## config.mk

```make
export PLATFORM = sky130hd
export DESIGN_NAME = conv_window_gen
export DESIGN_NICKNAME = d
export VERILOG_FILES = /design/src/rtl/conv_pkg.sv /design/src/rtl/conv_linebuf.sv /design/src/rtl/conv_window_gen.sv
export SDC_FILE = /design/constraint.sdc
export NUM_CORES = 1
export LEC_CHECK = 0
export ABC_AREA = 1
export CORE_MARGIN = 3
export CORE_UTILIZATION = 25
export CTS_CLUSTER_DIAMETER = 40
export DETAILED_ROUTE_END_ITERATION = 7
export HOLD_SLACK_MARGIN = 0.02
export PLACE_DENSITY = 0.49
export SETUP_SLACK_MARGIN = 0.4
export SYNTH_ARGS = -nofsm -noshare
export SYNTH_HDL_FRONTEND = slang
export SYNTH_SLANG_ARGS = --single-unit
export TNS_END_PERCENT = 30
```

## constraint.sdc

```tcl
create_clock -name clk -period 3.4 [get_ports clk]
set_input_delay 0.51 -clock clk [delete_from_list [all_inputs] [get_ports clk]]
set_output_delay 0.51 -clock clk [all_outputs]
set_load 0.05 [all_outputs]
```

## src/rtl/conv_pkg.sv

```systemverilog
// Shared types and helpers for the 3x3 convolution window generator.
package conv_pkg;

  localparam int unsigned DATA_WIDTH_DEF = 8;
  localparam int unsigned IMG_W_DEF      = 8;
  localparam int unsigned IMG_H_DEF      = 8;

  typedef enum logic [1:0] {
    ST_IDLE   = 2'd0,
    ST_ACCEPT = 2'd1,
    ST_START  = 2'd2,
    ST_WAIT   = 2'd3
  } state_t;

  // Counter width for a range of n values, never narrower than one bit.
  function automatic int unsigned cnt_w(input int unsigned n);
    return (n <= 2) ? 1 : $clog2(n);
  endfunction

endpackage

```

## src/rtl/conv_linebuf.sv

```systemverilog
// Two-row line buffer with one shared column address.
// Reads are combinational; a write shifts row 0 into row 1 at that column.
module conv_linebuf
  import conv_pkg::*;
#(
  parameter int unsigned DATA_WIDTH = DATA_WIDTH_DEF,
  parameter int unsigned IMG_W      = IMG_W_DEF
) (
  input  logic                         clk,
  input  logic                         i_we,
  input  logic [cnt_w(IMG_W)-1:0]      i_addr,
  input  logic signed [DATA_WIDTH-1:0] i_din,
  output logic signed [DATA_WIDTH-1:0] o_lb0,
  output logic signed [DATA_WIDTH-1:0] o_lb1
);

  logic signed [DATA_WIDTH-1:0] r_lb0 [IMG_W];
  logic signed [DATA_WIDTH-1:0] r_lb1 [IMG_W];

  assign o_lb0 = r_lb0[i_addr];
  assign o_lb1 = r_lb1[i_addr];

  always_ff @(posedge clk) begin
    if (i_we) begin
      r_lb1[i_addr] <= r_lb0[i_addr];
      r_lb0[i_addr] <= i_din;
    end
  end

endmodule

```

## src/rtl/conv_window_gen.sv

```systemverilog
// Raster stream to 3x3 window feeder with handshake to the serial conv engine.
// Optional macro CONV_WIN_COORD_EN adds win_row/win_col output-map coordinates.
module conv_window_gen
  import conv_pkg::*;
#(
  parameter int unsigned DATA_WIDTH = DATA_WIDTH_DEF,
  parameter int unsigned IMG_W      = IMG_W_DEF,
  parameter int unsigned IMG_H      = IMG_H_DEF
) (
  input  logic                         clk,
  input  logic                         rst_n,
  input  logic                         clr,
  input  logic signed [DATA_WIDTH-1:0] pix_in,
  input  logic                         pix_valid,
  output logic                         pix_ready,
  output logic signed [DATA_WIDTH-1:0] a0,
  output logic signed [DATA_WIDTH-1:0] a1,
  output logic signed [DATA_WIDTH-1:0] a2,
  output logic signed [DATA_WIDTH-1:0] a3,
  output logic signed [DATA_WIDTH-1:0] a4,
  output logic signed [DATA_WIDTH-1:0] a5,
  output logic signed [DATA_WIDTH-1:0] a6,
  output logic signed [DATA_WIDTH-1:0] a7,
  output logic signed [DATA_WIDTH-1:0] a8,
  output logic                         conv_start,
  input  logic                         conv_done,
  output logic                         frame_done
`ifdef CONV_WIN_COORD_EN
  ,
  output logic [cnt_w(IMG_H)-1:0]      win_row,
  output logic [cnt_w(IMG_W)-1:0]      win_col
`endif
);

  localparam int unsigned ROW_W = cnt_w(IMG_H);
  localparam int unsigned COL_W = cnt_w(IMG_W);
  localparam logic [ROW_W-1:0] ROW_LAST = ROW_W'(IMG_H - 1);
  localparam logic [COL_W-1:0] COL_LAST = COL_W'(IMG_W - 1);
  localparam logic [ROW_W-1:0] ROW_TWO  = ROW_W'(2);
  localparam logic [COL_W-1:0] COL_TWO  = COL_W'(2);

  state_t                       r_state;
  logic [ROW_W-1:0]             r_row;
  logic [COL_W-1:0]             r_col;
  logic signed [DATA_WIDTH-1:0] r_win [9];
  logic                         r_pix_ready;
  logic                         r_conv_start;
  logic                         r_frame_done;
  logic                         r_last;
`ifdef CONV_WIN_COORD_EN
  logic [ROW_W-1:0]             r_win_row;
  logic [COL_W-1:0]             r_win_col;
`endif

  logic                         w_xfer;
  logic                         w_col_last;
  logic                         w_row_last;
  logic                         w_issue;
  logic signed [DATA_WIDTH-1:0] w_lb0;
  logic signed [DATA_WIDTH-1:0] w_lb1;

  // clr drops a pixel presented in the same cycle so the new frame starts clean.
  assign w_xfer     = r_pix_ready && pix_valid && !clr;
  assign w_col_last = (r_col == COL_LAST);
  assign w_row_last = (r_row == ROW_LAST);
  assign w_issue    = (r_row >= ROW_TWO) && (r_col >= COL_TWO);

  conv_linebuf #(
    .DATA_WIDTH(DATA_WIDTH),
    .IMG_W     (IMG_W)
  ) u_linebuf (
    .clk   (clk),
    .i_we  (w_xfer),
    .i_addr(r_col),
    .i_din (pix_in),
    .o_lb0 (w_lb0),
    .o_lb1 (w_lb1)
  );

  always_ff @(posedge clk or negedge rst_n) begin
    if (!rst_n) begin
      r_state      <= ST_IDLE;
      r_row        <= '0;
      r_col        <= '0;
      r_win        <= '{default: '0};
      r_pix_ready  <= 1'b0;
      r_conv_start <= 1'b0;
      r_frame_done <= 1'b0;
      r_last       <= 1'b0;
`ifdef CONV_WIN_COORD_EN
      r_win_row    <= '0;
      r_win_col    <= '0;
`endif
    end else if (clr) begin
      r_state      <= ST_ACCEPT;
      r_row        <= '0;
      r_col        <= '0;
      r_pix_ready  <= 1'b1;
      r_conv_start <= 1'b0;
      r_frame_done <= 1'b0;
    end else begin
      r_conv_start <= 1'b0;
      r_frame_done <= 1'b0;
      case (r_state)
        ST_IDLE: begin
          r_state     <= ST_ACCEPT;
          r_pix_ready <= 1'b1;
        end
        ST_ACCEPT: begin
          if (w_xfer) begin
            r_win[0] <= r_win[1];
            r_win[1] <= r_win[2];
            r_win[2] <= w_lb1;
            r_win[3] <= r_win[4];
            r_win[4] <= r_win[5];
            r_win[5] <= w_lb0;
            r_win[6] <= r_win[7];
            r_win[7] <= r_win[8];
            r_win[8] <= pix_in;
            if (w_col_last) begin
              r_col <= '0;
              r_row <= w_row_last ? '0 : r_row + 1'b1;
            end else begin
              r_col <= r_col + 1'b1;
            end
            if (w_issue) begin
              r_state      <= ST_START;
              r_pix_ready  <= 1'b0;
              r_conv_start <= 1'b1;
              r_last       <= w_row_last && w_col_last;
`ifdef CONV_WIN_COORD_EN
              r_win_row    <= r_row - ROW_TWO;
              r_win_col    <= r_col - COL_TWO;
`endif
            end
          end
        end
        ST_START: r_state <= ST_WAIT;
        ST_WAIT: begin
          if (conv_done) begin
            r_state      <= ST_ACCEPT;
            r_pix_ready  <= 1'b1;
            r_frame_done <= r_last;
          end
        end
        default: r_state <= ST_IDLE;
      endcase
    end
  end

  assign pix_ready  = r_pix_ready;
  assign conv_start = r_conv_start;
  assign frame_done = r_frame_done;
  assign a0 = r_win[0];
  assign a1 = r_win[1];
  assign a2 = r_win[2];
  assign a3 = r_win[3];
  assign a4 = r_win[4];
  assign a5 = r_win[5];
  assign a6 = r_win[6];
  assign a7 = r_win[7];
  assign a8 = r_win[8];
`ifdef CONV_WIN_COORD_EN
  assign win_row = r_win_row;
  assign win_col = r_win_col;
`endif

endmodule

```

==> results of run 1 <==
## tightest hold or removal path, stage by stage, from the launching register on
cell and delay [ns]:
dfrtp_1 0.34, nand2_1 0.05, nand2_1 0.05
## placed cells by master (no fill, tap or decap), drive strengths merged, types with 6 or more instances in the layout
master and instances:
buf 25, clkbuf 32, clkdlybuf4s50 86, clkinv 10, dfrtp 84, edfxtp 128, ha 8, inv 22
nand2 517, nand3 17, nand4 16, nor2 21, nor4 6, o21ai 13
## flip-flops by register name, indices dropped and copies added (netlist names)
name             cells
a3                   8
frame_done           1
a8                   8
r_col                3
r_row                3
a5                   8
u_linebuf.r_lb1     64
r_state              2
u_linebuf.r_lb0     64
a6                   8
a2                   8
a0                   8
a4                   8
a1                   8
pix_ready            1
r_last               1
conv_start           1
a7                   8
## cell type report
| cell class | count | area (µm²) |
|---|---|---|
| Tap cell | 448 | 561 |
| Timing Repair Buffer | 112 | 1080 |
| Clock buffer | 32 | 758 |
| Fill cell | 3447 | 22700 |
| Sequential cell | 212 | 5950 |
| Multi-Input combinational cell | 601 | 2500 |
| Inverter | 17 | 63.8 |
| Clock inverter | 24 | 289 |
## routing by layer
metal,global-route usage (%),share of wire [%],wire length [µm]
met4,3.19,2.2,453
met3,1.93,5.4,1110
met5,0,0,0
met1,15.3,48,9800
met2,17.8,45,9160
## kinds of logic after synthesis
family	synth area share (%)
simple gates	26.1
flops	68.1
buf+inv	3.76
compound gates	0.846
fa+ha+maj	1.15
## final timing paths
kind                       depth (start not counted)  slack [ns]  startpoint               endpoint
max                                                1        1.12       a8[3]                  a8[3]
min                                                2        0.47       a6[6]                  a6[6]
max reg2reg                                        7        1.29    r_col[0]  u_linebuf.r_lb1[0][2]
min reg2reg                                        2        0.47       a6[6]                  a6[6]
max in group asynchronous                          3        2.48       rst_n                  a4[1]
min in group asynchronous                          3        0.55       rst_n                  a7[3]
## stage by stage
stage / setup WS (ns) / cells / hold slack (ns)
detailed placement: 0.914 / 1389 / 0.459
finish: 1.12 / 1446 / 0.470
global route: 1.06 / 1446 / 0.488
CTS: 1.07 / 1446 / 0.473
global placement: 0.948 / 1389 / 0.454
floorplan: 0.241 / 873 / 0.214
## power by group through the flow
stage | Sequential [mW] | Clock (mW) | Combinational [mW]
final | 3.57 | 3.15 | 3.51
after global routing | 3.63 | 3.36 | 3.83
after CTS | 3.57 | 3.25 | 3.57
after global placement | 3.61 | 0 | 3.55
after floorplan | 4.89 | 0 | 1.04
after detailed placement | 3.62 | 0 | 3.57
==> results.py, run 1 <==
metrics = {
    "outcome": {
        "status": "completed",
    },
    "critical_path": {
        "cpLargestDelayFamily": "buffers and inverters",
        "crit_chain": "clkdlybuf4s50_1",
        "cp_max_fo": 3,
        "max_stage_delay_ns": 0.83,
        "criticalPathCategory": "reg2out",
        "start_kind": "flop",
        "crit_buf_inv": 1,
        "required_ns": 2.89,
        "endpoint_kind": "output pin",
        "cpMaxStageDelayCell": "clkdlybuf4s50_1",
        "cp.arrival_ns": 1.77,
    },
    "power": {
        "swShare_pct": 39.0,
        "finalPower_mw": 10.2,
        "intPower_mw": 6.24,
        "seq_power_share_pct": 34.8,
        "vdd_drop_max_mv": 0.528,
        "power_frac_clock_pct": 30.8,
        "p_leak_nw": 4.92,
        "power.switching_mw": 3.99,
        "power_density_mw_per_mm2": 913,
        "pwr-share-comb_pct": 34.3,
    },
    "synthesis": {
        "yosysTopAreaCell": "edfxtp_1",
        "synth_top_area_share_pct": 44.0,
        "synth_area_mm2": 0.00873,
        "synth.most_common_cell": "nand2_1",
        "ys_top_cells_by_area": "edfxtp_1 44%, dfrtp_1 24%, nand2_1 22%, buf_2 1.6%, ha_1 1.1%",
        "syn-num-nets": 894,
        "ys_seq_elements": 212,
        "synthCells": 873,
        "synthFlopType": "edfxtp_1",
        "ys_seq_area_share_pct": 68.1,
        "synth_edf_count": 128,
        "synthTopCellsByCount": "517 x nand2_1, 128 x edfxtp_1, 84 x dfrtp_1",
        "syn_area_per_cell_um2": 10.0,
        "synth_warnings": 0,
        "synth_cell_types": 22,
        "async_flop_share_pct": 39.6,
    },
    "sta": {
        "timing.fmax_mhz": 439,
        "tightest_slew_ns": 0.801,
        "finalHoldViolations": 0,
        "fin_crit_sh_pct": 67.0,
        "fin_skew_ns": 0.0205,
        "setup-violations-final": 0,
        "rsz0062_at_grt": "false",
        "slew_violations": 0,
        "final.setup.tns_ns": 0,
        "layout_min_cycle_time_ns": 2.28,
        "max_slew_margin_pct": 46.6,
    },
    "route": {
        "drt_wl_total_um": 20500,
        "routed_via_density": 4.14,
        "num_vias": 5982,
        "drc": 0,
        "first_pass_iters": 4,
        "avgRoutedWirePerCell_um": 14.2,
        "ant_nets": 0,
        "drtIter0Drc": 349,
    },
    "min_path": {
        "hp-class": "reg2reg",
    },
    "global_routing": {
        "gr-usage-all-layers_pct": 11.0,
        "grt_pass1_vias": 5942,
        "grt_pass1_wl_um": 32700,
        "grt_max_degree": 85,
        "gr-total-overflow": 0,
        "antenna_found_initial": 0,
    },
    "cells_and_area": {
        "layout-drive-gt1-share_pct": 9.52,
        "final_util_pct": 33.0,
        "area.growth.synth_to_final_pct": 28.4,
        "antenna_cells": 0,
        "finalNetCount": 995,
        "fin_area_mm2": 0.0112,
    },
    "floorplan": {
        "die_y_um": 193,
        "initial_core_util_pct": 25.7,
        "top_level_ports": 88,
        "fp.dieW_um": 193,
        "rows": 67,
        "fp.coreArea_mm2": 0.0340,
        "die_area_mm2": 0.0372,
    },
    "clock_network": {
        "insertion_delay_ns": 0.54,
        "cts.htree.levels": 1,
        "root_buffer": "clkbuf_16",
        "tritoncts": "yes",
        "cts_hold_buf": 1,
        "numCtsBuffers": 30,
        "cts_setup_buffers": 0,
        "ctsResizeCount": 0,
        "cts_buffer_depth": 3,
        "clk_pin_slew_worst_paths_ns": 0.06,
        "cts_sinks": 212,
    },
    "place": {
        "gp_congestion": 0.767,
        "port_buffers": 87,
        "dp_hpwl_um": 13100,
        "post_dp_cell_area_mm2": 0.0101,
    },
    "run": {
        "drv_cap": 0,
    },
}
Note: power is estimated with default switching activity, not from simulation.
==> run 2: changes to the inputs <==
==> constraint.sdc (replaced) <==
create_clock -name clk -period 2.3 [get_ports clk]
set_input_delay 0.345 -clock clk [delete_from_list [all_inputs] [get_ports clk]]
set_output_delay 0.345 -clock clk [all_outputs]
set_load 0.05 [all_outputs]
==> run 2 against run 1 <==
Combinational power up 44%. Cell area up 2.3%. Register-to-register slack worse by 0.86 ns. Largest power group unchanged. Non-clock buffer count up 8. Utilization up 0.75 points. Wire length up 7.2%. Final cell count up 0.90%. Setup slack worse by 0.83 ns. Via count up 2.2%.
==> results.py, run 2 (synthesized netlist as in run 1, its figures left out) <==
metrics = {
    "critical_path": {
        "rr_endpoint": "u_linebuf.r_lb1[1][3]",
        "cpMaxStageDelayCell": "clkdlybuf4s50_1",
        "cp_max_fo": 3,
        "crit_buf_inv": 1,
        "rrSetupSlack_ns": 0.43,
        "endpoint_kind": "output pin",
        "crit_chain": "clkdlybuf4s50_1",
        "max_stage_delay_ns": 0.81,
        "required_ns": 1.96,
        "r2r-start": "r_col[2]",
        "start_kind": "flop",
        "criticalPathCategory": "reg2out",
        "cpLargestDelayFamily": "buffers and inverters",
        "cp.arrival_ns": 1.66,
        "reg2reg_depth": 4,
    },
    "sta": {
        "fin_crit_sh_pct": 87.3,
        "layout_min_cycle_time_ns": 2.01,
        "slew_violations": 0,
        "fin_ws_ns": 0.292,
        "whs_ns": 0.381,
        "timing.fmax_mhz": 498,
        "rsz0062_at_grt": "true",
        "setup-violations-final": 0,
        "fin_skew_ns": 0.0202,
        "finalHoldViolations": 0,
        "max_slew_margin_pct": 64.5,
        "tightest_slew_ns": 0.531,
        "final.setup.tns_ns": 0,
    },
    "floorplan": {
        "fp.coreArea_mm2": 0.0340,
        "initial_core_util_pct": 25.7,
        "fp.dieW_um": 193,
        "top_level_ports": 88,
        "rows": 67,
        "die_area_mm2": 0.0372,
        "die_y_um": 193,
    },
    "route": {
        "num_vias": 6116,
        "drt_wl_total_um": 22000,
        "met2_length_um": 9810,
        "routed_via_density": 4.19,
        "first_pass_iters": 4,
        "drtIter0Drc": 365,
        "ant_nets": 0,
        "top_layer_used": "met4",
        "avgRoutedWirePerCell_um": 15.1,
        "drc": 0,
        "wl_met3_um": 1260,
        "m1WireLength_um": 10400,
    },
    "clock_network": {
        "insertion_delay_ns": 0.50,
        "cts.htree.levels": 2,
        "numCtsBuffers": 34,
        "root_buffer": "clkbuf_16",
        "cts_sinks": 212,
        "clk_pin_slew_worst_paths_ns": 0.05,
        "tritoncts": "yes",
        "cts_setup_buffers": 0,
        "cts_buffer_depth": 3,
    },
    "cells_and_area": {
        "largestRegisters": "u_linebuf.r_lb0: 64 flops, u_linebuf.r_lb1: 64 flops",
        "filler_cell_count": 3481,
        "antenna_cells": 0,
        "most-common-layout-cells": "514 x nand2_1, 128 x edfxtp_1, 82 x dfrtp_1",
        "area.growth.synth_to_final_pct": 31.3,
        "register_area_mm2": 0.00595,
        "finalNetCount": 1007,
        "multi_input_area_mm2": 0.00260,
        "mostFrequentLayoutCell": "nand2_1",
        "layout-drive-gt1-share_pct": 11.1,
    },
    "power": {
        "power_density_mw_per_mm2": 1330,
        "vdd_drop_max_mv": 0.773,
        "finalPower_mw": 15.2,
        "p_leak_nw": 5.22,
    },
    "place": {
        "gp_congestion": 0.734,
        "dp_hpwl_um": 13700,
        "dp_slack_ns": 0.209,
        "port_buffers": 87,
    },
    "global_routing": {
        "grt_pass1_wl_um": 34300,
        "gr-total-overflow": 0,
        "antenna_found_initial": 0,
        "grt_max_degree": 73,
        "grt_pass1_vias": 5943,
        "gr-usage-all-layers_pct": 11.9,
    },
    "run": {
        "drv_cap": 0,
    },
    "outcome": {
        "status": "completed",
    },
    "min_path": {
        "hp-class": "in2async",
    },
}
==> run 2: cell types whose count changed in the layout (fill, tap and decap cells not counted), sizes merged <==
| cell | previous run | this run |
|---|---|---|
| buf | 25 | 33 |
| dlygate4sd2 | 0 | 39 |
| inv | 22 | 25 |
| clkdlybuf4s50 | 86 | 41 |
| bufinv | 4 | 1 |
| clkbuf | 32 | 42 |
| dlymetal6s2s | 0 | 6 |
| clkinv | 10 | 5 |
==> run 2: area by class of cell <==
class / count / share of cell area (%)
well taps: 448 / 4.89
inverters: 17 / 0.655
clock buffers: 42 / 8.15
clock inverters: 19 / 1.49
multi-input cells: 601 / 22.7
repair buffers: 120 / 10.2
flip-flops and latches: 212 / 51.9
==> run 2: worst register-to-register path: cells and delay by family, from the launching register on <==
| family | cells | cell delay [ns] |
|---|---|---|
| buf+inv | 2 | 0.59 |
| flops | 1 | 0.40 |
| simple gates | 2 | 0.56 |
==> run 2: repair_timing <==
action	CTS	global route
hold buffers	1	0
gates resized for setup	39	11
setup endpoints to repair	130	151
hold endpoints to repair	38	0
==> run 2: worst max path at each step <==
stage,from,end,slack (ns),depth (start not counted)
3_5_place_dp,pix_valid,u_linebuf.r_lb1[3][2],0.21,6
2_1_floorplan,pix_ready,u_linebuf.r_lb0[2][0],0.34,4
6_report,a4[2],a4[2],0.29,1
4_1_cts,a7[5],a7[5],0.25,1
5_1_grt,a7[2],a7[2],0.24,1
3_3_place_gp,pix_valid,u_linebuf.r_lb1[3][2],0.23,6
==> run 2: power breakdown <==
part	internal, mW	switching, mW	leakage [nW]
logic	1.35	3.69	2.45
registers	4.83	0.462	2.24
clock network	3.05	1.85	0.534
==> run 2: stage by stage <==
stage / util, % / area [µm²] / std cells
6_report: 33.7 / 11500 / 1459
2_1_floorplan: - / 8870 / 873
3_3_place_gp: 30.5 / 10400 / 1397
4_1_cts: 33.7 / 11400 / 1459
5_1_grt: 33.7 / 11500 / 1459
3_5_place_dp: 30.5 / 10400 / 1397
==> run 2: metal layers <==
layer | GRT usage [%] | vias to the layer above
met5 | 0 | -
met2 | 18.0 | 142
li1 | - | 3052
met3 | 2.62 | 35
met4 | 3.92 | 0
met1 | 16.7 | 2887
